`src/rtl/div3_pkg.sv`:
```
// Shared types and constants for the divisible-by-3 arbiter slice.
package div3_pkg;

   typedef enum logic [1:0] {
      IDLE = 2'd0,
      EVAL = 2'd1,
      RESP = 2'd2
   } div3_state_t;

   localparam int DIV3_REM_W       = 2;
   localparam int DIV3_DEF_WIDTH   = 32;
   localparam int DIV3_DEF_NUM_REQ = 4;

   // a is a remainder (0..2), b a bit-pair value (0..3); sum is at most 5.
   function automatic logic [DIV3_REM_W-1:0] add_mod3(input logic [DIV3_REM_W-1:0] a,
                                                      input logic [1:0]            b);
      logic [2:0] s;
      s = {1'b0, a} + {1'b0, b};
      if (s >= 3'd3) s = s - 3'd3;
      return s[1:0];
   endfunction

endpackage

```
`src/rtl/div3_core.sv`:
```
// Combinational remainder-mod-3 of an unsigned WIDTH-bit operand.
module div3_core import div3_pkg::*; #(
   parameter int WIDTH = DIV3_DEF_WIDTH
) (
   input  logic [WIDTH-1:0]      num,
   output logic [DIV3_REM_W-1:0] rem,
   output logic                  div3
);

   localparam int NP = (WIDTH + 1) / 2;

   logic [2*NP-1:0]       num_x;
   logic [DIV3_REM_W-1:0] acc;

   assign num_x = (2*NP)'(num);

   // 4 == 1 (mod 3): every bit pair contributes its plain value 0..3.
   always_comb begin
      acc = '0;
      for (int p = 0; p < NP; p++) acc = add_mod3(acc, num_x[2*p +: 2]);
   end

   assign rem  = acc;
   assign div3 = (acc == '0);

endmodule

```
`src/rtl/div3_arbiter.sv`:
```
// Round-robin share of one div3_core among NUM_REQ requesters.
// DIV3_ARB_ABS_EN: treat operands as two's-complement and check |op|.
module div3_arbiter import div3_pkg::*; #(
   parameter int NUM_REQ = DIV3_DEF_NUM_REQ,
   parameter int WIDTH   = DIV3_DEF_WIDTH,
   parameter int ID_W    = $clog2(NUM_REQ)
) (
   input  logic                     clk,
   input  logic                     rst,
   input  logic [NUM_REQ-1:0]       req_valid,
   output logic [NUM_REQ-1:0]       req_ready,
   input  logic [NUM_REQ*WIDTH-1:0] req_num,
   output logic                     rsp_valid,
   input  logic                     rsp_ready,
   output logic [ID_W-1:0]          rsp_id,
   output logic                     rsp_div3,
   output logic [DIV3_REM_W-1:0]    rsp_rem,
   output logic                     busy
);

   localparam int IW = ID_W + 1;

   div3_state_t           state_q;
   logic [ID_W-1:0]       rr_ptr_q, rr_ptr_d, id_q, gnt_id, rsp_id_q;
   logic [WIDTH-1:0]      op_q, gnt_num, core_in;
   logic [IW-1:0]         scan;
   logic                  any_vld;
   logic [DIV3_REM_W-1:0] core_rem, rsp_rem_q;
   logic                  core_div3, rsp_div3_q, rsp_valid_q, busy_q;

   // Scan upward from rr_ptr_q with wrap; first valid requester wins.
   always_comb begin
      any_vld = 1'b0;
      gnt_id  = '0;
      scan    = '0;
      for (int k = 0; k < NUM_REQ; k++) begin
         scan = {1'b0, rr_ptr_q} + IW'(k);
         if (scan >= IW'(NUM_REQ)) scan = scan - IW'(NUM_REQ);
         if (!any_vld && req_valid[scan[ID_W-1:0]]) begin
            any_vld = 1'b1;
            gnt_id  = scan[ID_W-1:0];
         end
      end
   end

   always_comb begin
      gnt_num = '0;
      for (int i = 0; i < NUM_REQ; i++)
         if (gnt_id == ID_W'(i)) gnt_num = req_num[i*WIDTH +: WIDTH];
   end

   assign rr_ptr_d = (gnt_id == ID_W'(NUM_REQ-1)) ? '0 : gnt_id + 1'b1;

   always_comb begin
      req_ready = '0;
      if (!rst && state_q == IDLE && any_vld) req_ready[gnt_id] = 1'b1;
   end

`ifdef DIV3_ARB_ABS_EN
   assign core_in = (op_q ^ {WIDTH{op_q[WIDTH-1]}}) + WIDTH'(op_q[WIDTH-1]);
`else
   assign core_in = op_q;
`endif

   div3_core #(.WIDTH(WIDTH)) u_core (
      .num  (core_in),
      .rem  (core_rem),
      .div3 (core_div3)
   );

   always_ff @(posedge clk or posedge rst) begin
      if (rst) begin
         state_q     <= IDLE;
         rr_ptr_q    <= '0;
         op_q        <= '0;
         id_q        <= '0;
         rsp_id_q    <= '0;
         rsp_rem_q   <= '0;
         rsp_div3_q  <= 1'b0;
         rsp_valid_q <= 1'b0;
         busy_q      <= 1'b0;
      end else begin
         case (state_q)
            IDLE: if (any_vld) begin
               op_q     <= gnt_num;
               id_q     <= gnt_id;
               rr_ptr_q <= rr_ptr_d;
               busy_q   <= 1'b1;
               state_q  <= EVAL;
            end
            EVAL: begin
               rsp_rem_q   <= core_rem;
               rsp_div3_q  <= core_div3;
               rsp_id_q    <= id_q;
               rsp_valid_q <= 1'b1;
               state_q     <= RESP;
            end
            RESP: if (rsp_ready) begin
               rsp_valid_q <= 1'b0;
               busy_q      <= 1'b0;
               state_q     <= IDLE;
            end
            default: state_q <= IDLE;
         endcase
      end
   end

   assign rsp_valid = rsp_valid_q;
   assign rsp_id    = rsp_id_q;
   assign rsp_rem   = rsp_rem_q;
   assign rsp_div3  = rsp_div3_q;
   assign busy      = busy_q;

endmodule

```
`config.mk`:
```
export PLATFORM = sky130hd
export DESIGN_NAME = div3_arbiter
export DESIGN_NICKNAME = d
export VERILOG_FILES = /design/src/rtl/div3_pkg.sv /design/src/rtl/div3_core.sv /design/src/rtl/div3_arbiter.sv
export SDC_FILE = /design/constraint.sdc
export NUM_CORES = 1
export LEC_CHECK = 0
export CAP_MARGIN = 0
export CORE_UTILIZATION = 40
export CTS_CLUSTER_SIZE = 30
export DETAILED_ROUTE_END_ITERATION = 10
export PLACE_DENSITY = 0.76
export SYNTH_ARGS = -nofsm -noshare
export SYNTH_HDL_FRONTEND = slang
export SYNTH_HIERARCHICAL = 1
export SYNTH_SLANG_ARGS = --single-unit
```
`constraint.sdc`:
```
create_clock -name clk -period 23 [get_ports clk]
set_input_delay 2.3 -clock clk [delete_from_list [all_inputs] [get_ports clk]]
set_output_delay 2.3 -clock clk [all_outputs]
set_load 0.1 [all_outputs]
```
==> results.sh, run 1 <==
export IMPL_synth_compound_area_share_pct=32.08
export IMPL_instances_no_fill=726
export IMPL_cp_end_kind="flop"
export IMPL_clk_pin_slew_worst_paths_ns=0.10
export IMPL_antenna_found_initial=0
export IMPL_hp_class="reg2reg"
export IMPL_slew_headroom_pct=30.88
export IMPL_post_dp_hpwl_mm=8.254
export IMPL_setup_worst_path_start_class="flop"
export IMPL_fillers=838
export IMPL_num_rows=36
export IMPL_crit_arrival_ns=22.74
export IMPL_vias=4089
export IMPL_clockBufferDepth=2
export IMPL_outcome="finished clean"
export IMPL_synth_cells=440
export IMPL_slowest_delay_ns=0.53
export IMPL_cap_viol_max_count=0
export IMPL_grt_pass1_vias=4069
export IMPL_final_area_sq_mm=0.006151
export IMPL_place_inst=694
export IMPL_layout_nets=776
export IMPL_setup_violations_final=0
export IMPL_core_area_sq_mm=0.009955
export IMPL_drtPass1Iterations=4
export IMPL_drt_wirelength_per_cell_um=16.10
export IMPL_drive_gt1_share_pct=24.45
export IMPL_cp_slowest_cell="or4b_1"
export IMPL_period_needed_ns=22.54
export IMPL_clock_latency_ns=0.30
export IMPL_syn_area_sq_mm=0.004173
export IMPL_fin_skew_ns=0.01047
export IMPL_most_common_layout_cells="clkdlybuf4s50_1 (145), nor2_1 (52), a21oi_2 (50)"
export IMPL_synthAdderAreaFrac_pct=17.39
export IMPL_min_period_over_period_pct=98.02
export IMPL_crit_fanout=4
export IMPL_drt_antenna_violating_nets=0
export IMPL_ys_warnings_count=6
export IMPL_yosys_area_share_simple_pct=13.67
export IMPL_gp_congestion=0.7568
export IMPL_finalWirelength_mm=11.69
export IMPL_numCtsBuffers=5
export IMPL_io_pins=146
export IMPL_cpMostUsedCell="ha_2"
export IMPL_dieArea_sq_mm=0.01084
export IMPL_crit_type="reg2reg"
export IMPL_finalHoldViolCount=0
export IMPL_clock_sinks=45
export IMPL_synth_xor_area_share_pct=0
export IMPL_drt_iter0_markers=139
export IMPL_synth_seq_area_share_pct=26.99
export IMPL_syn_avg_cell_area_sq_um=9.484
export IMPL_synth_mux_area_share_pct=1.949
export IMPL_drv_slew=0
export IMPL_start_util_pct=41.92
export IMPL_htreeDepth=2
export IMPL_synth_fp_nets=624
export IMPL_grt_max_degree=65
export IMPL_globalRouteOverflowTotal=0
export IMPL_dpl_cell_area_sq_mm=0.005645
export IMPL_cts_tree="built"
export IMPL_die_h_um=104.1
export IMPL_cp_required_ns=23.19
export IMPL_cts_hold_buf=0
export IMPL_diodes=0
export IMPL_via_per_inst=5.632
export IMPL_grt_pass1_wl_mm=19.26
export IMPL_grtUsageTotal_pct=21.32
export IMPL_post_synth_num_cell_types=36
export IMPL_root_buffer="clkbuf_8"
export IMPL_die_w_um=104.1
export IMPL_worst_pin_slew_ns=1.034
export IMPL_final_common_cell="clkdlybuf4s50_1"
export IMPL_fmax_mhz=44.36
export IMPL_ys_ff_latch=45
export IMPL_synth_top_family_by_area="compound AO/OA/AOI/OAI gates"
export IMPL_drcViolationCount=0
export IMPL_multi_input_area_sq_mm=0.002920
export IMPL_areaGrowthSynthToFinish_pct=47.41
export IMPL_seqCellArea_sq_mm=0.001126
export IMPL_numPortBuffers=145
[registers in the layout (all words and copies together) (netlist names), 2 cells and up]
name      flops
id_q          2
rsp_id        2
rr_ptr_q      2
rsp_rem       2
state_q       2
core_in      32
[synthesized netlist by cell type]
library cell | number | area share [%]
or4b_1 | 14 | 3.4
o21a_1 | 1 | 0.18
inv_1 | 37 | 3.3
and3_1 | 4 | 0.60
nand2_1 | 6 | 0.54
buf_4 | 3 | 0.54
buf_6 | 4 | 1.1
fa_1 | 15 | 7.2
a21oi_1 | 17 | 2.0
nor2_1 | 52 | 4.7
nor4_2 | 1 | 0.30
nor2b_4 | 1 | 0.33
o32ai_1 | 1 | 0.21
a221oi_1 | 32 | 6.7
a31oi_1 | 1 | 0.15
mux2i_1 | 1 | 0.24
o21ai_1 | 2 | 0.24
mux2_2 | 5 | 1.3
nor3b_1 | 2 | 0.36
a21oi_2 | 50 | 10
o32a_1 | 14 | 3.4
nor2b_1 | 5 | 0.75
clkbuf_1 | 8 | 0.72
mux2_4 | 1 | 0.36
a211o_1 | 31 | 6.5
o22ai_1 | 1 | 0.15
buf_8 | 2 | 0.72
nor3_1 | 15 | 1.8
or3_4 | 2 | 0.54
o21ai_0 | 17 | 2.0
nand3_1 | 1 | 0.12
ha_1 | 34 | 10
inv_2 | 1 | 0.090
nand2b_1 | 2 | 0.30
buf_2 | 12 | 1.4
dfrtp_1 | 45 | 27
[worst paths after layout]
| check | start | end | slack [ns] | depth (start not counted) |
|---|---|---|---|---|
| setup / recovery | core_in[0]$_DFFE_PP0P_ | rsp_div3$_DFFE_PP0P_ | 0.46 | 77 |
| hold / removal | id_q[0]$_DFFE_PP0P_ | id_q[0]$_DFFE_PP0P_ | 0.49 | 2 |
| setup reg to reg | core_in[0]$_DFFE_PP0P_ | rsp_div3$_DFFE_PP0P_ | 0.46 | 77 |
| hold reg to reg | id_q[0]$_DFFE_PP0P_ | id_q[0]$_DFFE_PP0P_ | 0.49 | 2 |
| min in group asynchronous | rst | rsp_rem[1]$_DFFE_PP0P_ | 2.48 | 3 |
| max in group asynchronous | rst | core_in[10]$_DFFE_PP0P_ | 20.09 | 3 |
[worst max-delay path: cells and delay by family, from the launching register on]
kind / cells / cell delay [ns]
DFF: 1 / 0.41
AOI/OAI and AO/OA: 14 / 1.34
and+or+nand+nor: 16 / 7.32
buffers and inverters: 2 / 0.31
muxes: 2 / 0.38
adders and majority gates: 43 / 12.68
[metrics by stage]
stage               setup TNS [ns]  setup slack (ns)  utilization [%]  hold WS [ns]
finish                           0            0.4557            61.79        0.4947
global route               -0.4298           -0.1832            61.79        0.5379
floorplan                        0             1.228                -        0.4500
global placement                 0            0.7360            56.71        0.4712
detailed placement        -0.06620          -0.03925            56.71        0.4778
CTS                              0          0.009173            58.02        0.5014
[layout make-up]
class / instances / area share [%]
Clock buffer: 5 / 1.119
Clock inverter: 3 / 0.7526
Inverter: 38 / 2.319
Multi-Input combinational cell: 328 / 47.48
Sequential cell: 45 / 18.31
Tap cell: 133 / 2.705
Timing Repair Buffer: 174 / 27.32
[what timing repair did]
action / in CTS / in global routing
pin swaps: 0 / 58
resized for setup: 6 / 64
endpoints found under the setup margin: 3 / 3
buffers inserted: 0 / 24
[layer usage]
layer,track usage (%),wire length [um]
met5,0,0
met4,4.082,116
met3,3.258,569
met2,38.48,5923
met1,26.91,5079
[logic make-up after synthesis]
group,Yosys count
buffers and inverters,67
flip-flops,45
adder cells (fa/ha/maj),49
AND/OR/NAND/NOR,105
multiplexers,7
AO/OA/AOI/OAI,167
Power of run 1 is left out: the tool's default activity adds up to more than one toggle a clock period on the data nets, which glitch-free logic cannot reach.
==> run 2, diff against run 1 <==
--- a/config.mk
+++ b/config.mk
@@ -12,5 +12,4 @@
 export PLACE_DENSITY = 0.76
 export SYNTH_ARGS = -nofsm -noshare
 export SYNTH_HDL_FRONTEND = slang
-export SYNTH_HIERARCHICAL = 1
 export SYNTH_SLANG_ARGS = --single-unit
==> run 2 against run 1 <==
  * Worst setup slack improved by 3.3 ns
  * Wire length decreased by 2.6%
  * Hold slack got worse by 0.0062 ns
  * Fmax increased by 17%
  * Highest routed layer unchanged
  * Utilization decreased by 4.0 points
  * Cell area decreased by 7.0%
  * Non-clock buffer count decreased by 25
  * Sequential share of layout area increased by 1.4 points
==> results.sh, run 2 <==
export IMPL_cp_required_ns=23.22
export IMPL_period_needed_ns=19.23
export IMPL_cp_end_kind="flop"
export IMPL_diodes=0
export IMPL_slowest_delay_ns=0.48
export IMPL_root_buffer="clkbuf_8"
export IMPL_synth_cells=482
export IMPL_drive_gt1_share_pct=4.312
export IMPL_syn_area_sq_mm=0.004153
export IMPL_fmax_mhz=52.00
export IMPL_setup_tns_final_ns=0
export IMPL_htreeDepth=2
export IMPL_critPathBufInv=0
export IMPL_clock_sinks=45
export IMPL_critPathCapture="rsp_div3$_DFFE_PP0P_"
export IMPL_worst_pin_slew_ns=1.055
export IMPL_outcome="finished clean"
export IMPL_r2r_start="core_in[0]$_DFFE_PP0P_"
export IMPL_drt_wirelength_per_cell_um=15.47
export IMPL_clock_latency_ns=0.30
export IMPL_io_pins=146
export IMPL_crit_fanout=3
export IMPL_dieArea_sq_mm=0.01079
export IMPL_clk_pin_slew_worst_paths_ns=0.09
export IMPL_crit_family="adder cells"
export IMPL_die_w_um=103.9
export IMPL_setup_worst_path_start_class="flop"
export IMPL_min_period_over_period_pct=83.61
export IMPL_numCtsBuffers=5
export IMPL_clockBufferDepth=2
export IMPL_synth_most_common_cell="a21oi_1"
export IMPL_hp_class="reg2reg"
export IMPL_async_reset_ff_share_pct=100.0
export IMPL_cpMostUsedCell="ha_1"
export IMPL_startpoint="core_in[0]$_DFFE_PP0P_"
export IMPL_globalRouteOverflowTotal=0
export IMPL_yosys_area_top_type="dfrtp_1"
export IMPL_ys_ff_latch=45
export IMPL_fillers=899
export IMPL_cts_resized=0
export IMPL_die_h_um=103.9
export IMPL_finalWirelength_mm=11.38
export IMPL_ys_warnings_count=0
export IMPL_most_common_layout_cells="clkdlybuf4s50_1 (145), a21oi_1 (68), nand3b_1 (45), dfrtp_1 (45), nand2_1 (37)"
export IMPL_areaGrowthSynthToFinish_pct=37.81
export IMPL_grtUsageTotal_pct=20.74
export IMPL_crit_arrival_ns=19.45
export IMPL_numPortBuffers=145
export IMPL_finalHoldViolCount=0
export IMPL_synth_edf_count=0
export IMPL_ys_top_cells_by_count="a21oi_1 (68), dfrtp_1 (45), nand3b_1 (45), nand2_1 (37), inv_1 (36)"
export IMPL_post_route_util_pct=57.75
export IMPL_syn_avg_cell_area_sq_um=8.616
export IMPL_synth_fp_nets=666
export IMPL_layout_nets=786
export IMPL_crit_cells=90
export IMPL_post_synth_num_cell_types=36
export IMPL_setup_violations_final=0
export IMPL_largest_register_ffs=32
export IMPL_via_per_inst=5.683
export IMPL_synth_seq_area_share_pct=27.12
export IMPL_cts_setup_buffers=0
export IMPL_cp_slowest_cell="fa_1"
export IMPL_grt_max_degree=66
export IMPL_drt_antenna_violating_nets=0
export IMPL_cap_viol_max_count=0
export IMPL_start_util_pct=41.91
export IMPL_reg2reg_depth=90
export IMPL_cts_hold_buf=0
export IMPL_final_common_cell="clkdlybuf4s50_1"
export IMPL_reg2reg_slack_ns=3.77
export IMPL_timing_rr_end="rsp_div3$_DFFE_PP0P_"
export IMPL_drcViolationCount=0
export IMPL_fin_skew_ns=0.002725
export IMPL_drt_iter0_markers=171
export IMPL_grt_pass1_vias=4042
export IMPL_num_rows=36
export IMPL_synth_top_cell_area_share_pct=27.12
export IMPL_drv_slew=0
export IMPL_drtPass1Iterations=4
export IMPL_hold_depth=2
export IMPL_synth_area_top_cells="dfrtp_1 (27%), ha_1 (10%), a21oi_1 (8.2%), nand3b_1 (8.1%), a221o_1 (7.7%)"
export IMPL_grt_pass1_wl_mm=18.66
export IMPL_core_area_sq_mm=0.009910
export IMPL_crit_type="reg2reg"
export IMPL_gp_congestion=0.7729
export IMPL_synth_top_flop_cell="dfrtp_1"
export IMPL_post_dp_hpwl_mm=8.185
export IMPL_vias=4183
export IMPL_cts_tree="built"
export IMPL_antenna_found_initial=0
export IMPL_grt_setup_unrepaired="false"
export IMPL_slew_headroom_pct=29.66
[run 2: cell types whose count changed after synthesis, sizes merged, moves of 4 or more]
cell	before	now
a31oi	1	32
clkbuf	8	23
a211o	31	0
a221o	0	32
buf	21	13
a221oi	32	0
o31ai	0	4
nand3b	0	45
nor2	52	17
or4b	14	0
nand2	6	38
[run 2: layer usage]
layer	GRT usage, %	vias to the layer above	wire [um]
met5	0	-	0
met4	4.898	0	147
met3	3.133	10	574
met2	38.57	127	5643
met1	24.92	2005	5017
li1	-	2041	-
[run 2: per-stage QoR]
step / hold slack, ns / setup slack [ns] / cells / area [sq um]
global placement: 0.4710 / 4.923 / 728 / 5637
detailed placement: 0.4744 / 3.951 / 728 / 5637
global route: 0.5290 / 2.488 / 736 / 5723
CTS: 0.4944 / 3.891 / 736 / 5723
finish: 0.4884 / 3.770 / 736 / 5723
floorplan: 0.4655 / 5.609 / 482 / 4153
[run 2: area by class of cell]
type,instances,area [sq um],area share [%]
Clock buffer,5,68.82,1.202
Clock inverter,3,17.52,0.3061
Inverter,38,145.1,2.536
Multi-Input combinational cell,363,2718,47.49
Sequential cell,45,1126,19.68
Tap cell,133,166.4,2.908
Timing Repair Buffer,149,1481,25.89
[run 2: worst min-delay path by stage]
stage                                         to                    from
after global placement    rsp_rem[1]$_DFFE_PP0P_  rsp_rem[1]$_DFFE_PP0P_
after CTS                 rsp_rem[0]$_DFFE_PP0P_  rsp_rem[0]$_DFFE_PP0P_
final                     rsp_rem[0]$_DFFE_PP0P_  rsp_rem[0]$_DFFE_PP0P_
after floorplan              id_q[0]$_DFFE_PP0P_     id_q[0]$_DFFE_PP0P_
after global routing      rsp_rem[0]$_DFFE_PP0P_  rsp_rem[0]$_DFFE_PP0P_
after detailed placement  rsp_rem[0]$_DFFE_PP0P_  rsp_rem[0]$_DFFE_PP0P_
[run 2: worst register-to-register path, delay by kind of cell (launching register included)]
kind | cells | cell delay, ns
AO/OA/AOI/OAI | 15 | 1.43
adder cells (fa/ha/maj) | 45 | 13.13
flip-flops | 1 | 0.40
multiplexers | 1 | 0.38
AND/OR/NAND/NOR | 29 | 3.83
[run 2: logic make-up (layout without fill, tap and decap cells)]
logic type | count (synthesis) | count (layout) | synth area share [%]
and+or+nand+nor | 134 | 134 | 18.38
AOI/OAI and AO/OA | 176 | 176 | 28.23
muxes | 4 | 4 | 1.054
adders and majority gates | 49 | 49 | 17.48
buffers and inverters | 74 | 195 | 7.743
DFF | 45 | 45 | 27.12
Power of run 2 is left out for the same reason.
==> run 3, diff against run 2 <==
==> constraint.sdc (replaced) <==
create_clock -name clk -period 15.7 [get_ports clk]
set_input_delay 1.57 -clock clk [delete_from_list [all_inputs] [get_ports clk]]
set_output_delay 1.57 -clock clk [all_outputs]
set_load 0.1 [all_outputs]
==> run 3 against run 2 <==
  * The run now ends with setup timing left
  * Clock skew up 0.0045 ns
  * Global-route usage up 0.10 points
  * Utilization up 5.9 points
  * Worst setup slack worse by 6.0 ns
  * First-iteration DRC count up 2.3%
  * Register-to-register slack worse by 6.0 ns
  * Hold slack better by 0.012 ns
  * Critical endpoint unchanged
  * Largest cell class unchanged
==> results.sh, run 3 (synthesis gave the netlist of run 2 again) <==
export IMPL_via_per_inst=5.606
export IMPL_setup_worst_path_start_class="flop"
export IMPL_instances_no_fill=770
export IMPL_crit_fanout=3
export IMPL_period_needed_ns=17.89
export IMPL_clock_latency_ns=0.30
export IMPL_cpMostUsedCell="ha_2"
export IMPL_place_inst=759
export IMPL_clk_pin_slew_worst_paths_ns=0.09
export IMPL_start_util_pct=41.91
export IMPL_min_period_over_period_pct=113.9
export IMPL_timing_final_ws_setup_ns=-2.188
export IMPL_finalWirelength_mm=11.62
export IMPL_fin_skew_ns=0.007226
export IMPL_fin_hold_ws_ns=0.5003
export IMPL_dieArea_sq_mm=0.01079
export IMPL_numCtsBuffers=5
export IMPL_outcome="finished, violations left"
export IMPL_layout_nets=820
export IMPL_post_dp_hpwl_mm=8.203
export IMPL_drtPass1Iterations=4
export IMPL_fmax_mhz=55.90
export IMPL_numPortBuffers=145
export IMPL_die_w_um=103.9
export IMPL_final_common_cell="clkdlybuf4s50_1"
export IMPL_finalHoldViolCount=0
export IMPL_drt_wirelength_per_cell_um=15.09
export IMPL_cts_hold_buf=0
export IMPL_min_from="rsp_rem[0]$_DFFE_PP0P_"
export IMPL_setup_violations_final=3
export IMPL_htreeDepth=2
export IMPL_reg2reg_slack_ns=-2.19
export IMPL_startpoint="core_in[0]$_DFFE_PP0P_"
export IMPL_cp_slowest_cell="fa_2"
export IMPL_most_common_layout_cells="clkdlybuf4s50_1 (145), a21oi_1 (67), nand3b_1 (45), dfrtp_1 (45), nand2_1 (37)"
export IMPL_wl_met1_mm=5.191
export IMPL_cp_required_ns=15.93
export IMPL_die_h_um=103.9
export IMPL_antenna_found_initial=0
export IMPL_top_layer="met4"
export IMPL_pre_cts_slack_ns=-2.348
export IMPL_slowest_delay_ns=0.56
export IMPL_r2r_start="core_in[0]$_DFFE_PP0P_"
export IMPL_crit_type="reg2reg"
export IMPL_crit_arrival_ns=18.12
export IMPL_reg2reg_depth=90
export IMPL_wl_met3_um=570
export IMPL_clock_sinks=45
export IMPL_gp_congestion=0.7807
export IMPL_globalRouteOverflowTotal=0
export IMPL_drcViolationCount=0
export IMPL_grtUsageTotal_pct=20.84
export IMPL_cap_viol_max_count=0
export IMPL_grt_setup_unrepaired="true"
export IMPL_largest_register_ffs=32
export IMPL_vias=4317
export IMPL_timing_rr_end="rsp_div3$_DFFE_PP0P_"
export IMPL_drive_gt1_share_pct=18.21
export IMPL_grt_pass1_vias=4135
export IMPL_clockBufferDepth=2
export IMPL_slew_headroom_pct=19.99
export IMPL_cp_end_kind="flop"
export IMPL_whs_endpoint="rsp_rem[0]$_DFFE_PP0P_"
export IMPL_violations="setup timing"
export IMPL_drv_slew=0
export IMPL_diodes=0
export IMPL_grt_max_degree=67
export IMPL_core_area_sq_mm=0.009910
export IMPL_wl_met2_mm=5.742
export IMPL_hp_class="reg2reg"
export IMPL_cts_tree="built"
export IMPL_drt_antenna_violating_nets=0
export IMPL_num_rows=36
export IMPL_grt_pass1_wl_mm=18.86
export IMPL_areaGrowthSynthToFinish_pct=51.88
export IMPL_post_route_util_pct=63.65
export IMPL_worst_pin_slew_ns=1.200
export IMPL_io_pins=146
export IMPL_hold_depth=2
export IMPL_drt_iter0_markers=175
export IMPL_root_buffer="clkbuf_8"
==> run 3: changes by cell type in the layout (fill, tap and decap cells not counted), sizes merged <==
| cell | delta |
|---|---|
| buf | +34 |
| clkinv | -2 |
| bufinv | +1 |
| clkbuf | +1 |
==> run 3: how the worst max path moves through the flow <==
stage	end	slack, ns
after detailed placement	rsp_div3$_DFFE_PP0P_	-2.35
after CTS	rsp_div3$_DFFE_PP0P_	-2.31
after global routing	rsp_div3$_DFFE_PP0P_	-3.04
final	rsp_div3$_DFFE_PP0P_	-2.19
after global placement	rsp_div3$_DFFE_PP0P_	-1.69
after floorplan	rsp_div3$_DFFE_PP0P_	-1.33
==> run 3: critical path: cells and delay by family, from the launching register on <==
kind,cells,cell delay (ns)
flip-flops,1,0.40
multiplexers,1,0.32
AO/OA/AOI/OAI,15,1.35
buffers and inverters,1,0.15
adder cells (fa/ha/maj),44,12.57
AND/OR/NAND/NOR,29,3.03
==> run 3: area by class of cell <==
| cell class | count | area (sq um) |
|---|---|---|
| Fill cell | 828 | 3602 |
| Multi-Input combinational cell | 363 | 3005 |
| Timing Repair Buffer | 183 | 1744 |
| Sequential cell | 45 | 1126 |
| Tap cell | 133 | 166.4 |
| Inverter | 38 | 145.1 |
| Clock buffer | 6 | 82.58 |
| Clock inverter | 2 | 37.54 |
==> run 3: through the flow <==
step / instance area (sq um) / setup TNS [ns]
after floorplan: 4277 / -3.639
after global placement: 5993 / -4.814
final: 6307 / -6.458
after global routing: 6307 / -9.105
after detailed placement: 5993 / -6.793
after CTS: 6167 / -6.687
==> run 3: per-layer routing <==
metal	GRT usage, %	up-vias
li1	-	2114
met1	25.47	2068
met2	38.00	125
met3	3.446	10
met4	5.000	0
met5	0	-
==> run 3: what timing repair did <==
action                                  4_1_cts  5_1_grt
pin swaps                                     4       10
resized for setup                             9       22
buffers inserted                              1        2
endpoints found under the setup margin        3        3
Power of run 3 is left out for the same reason.
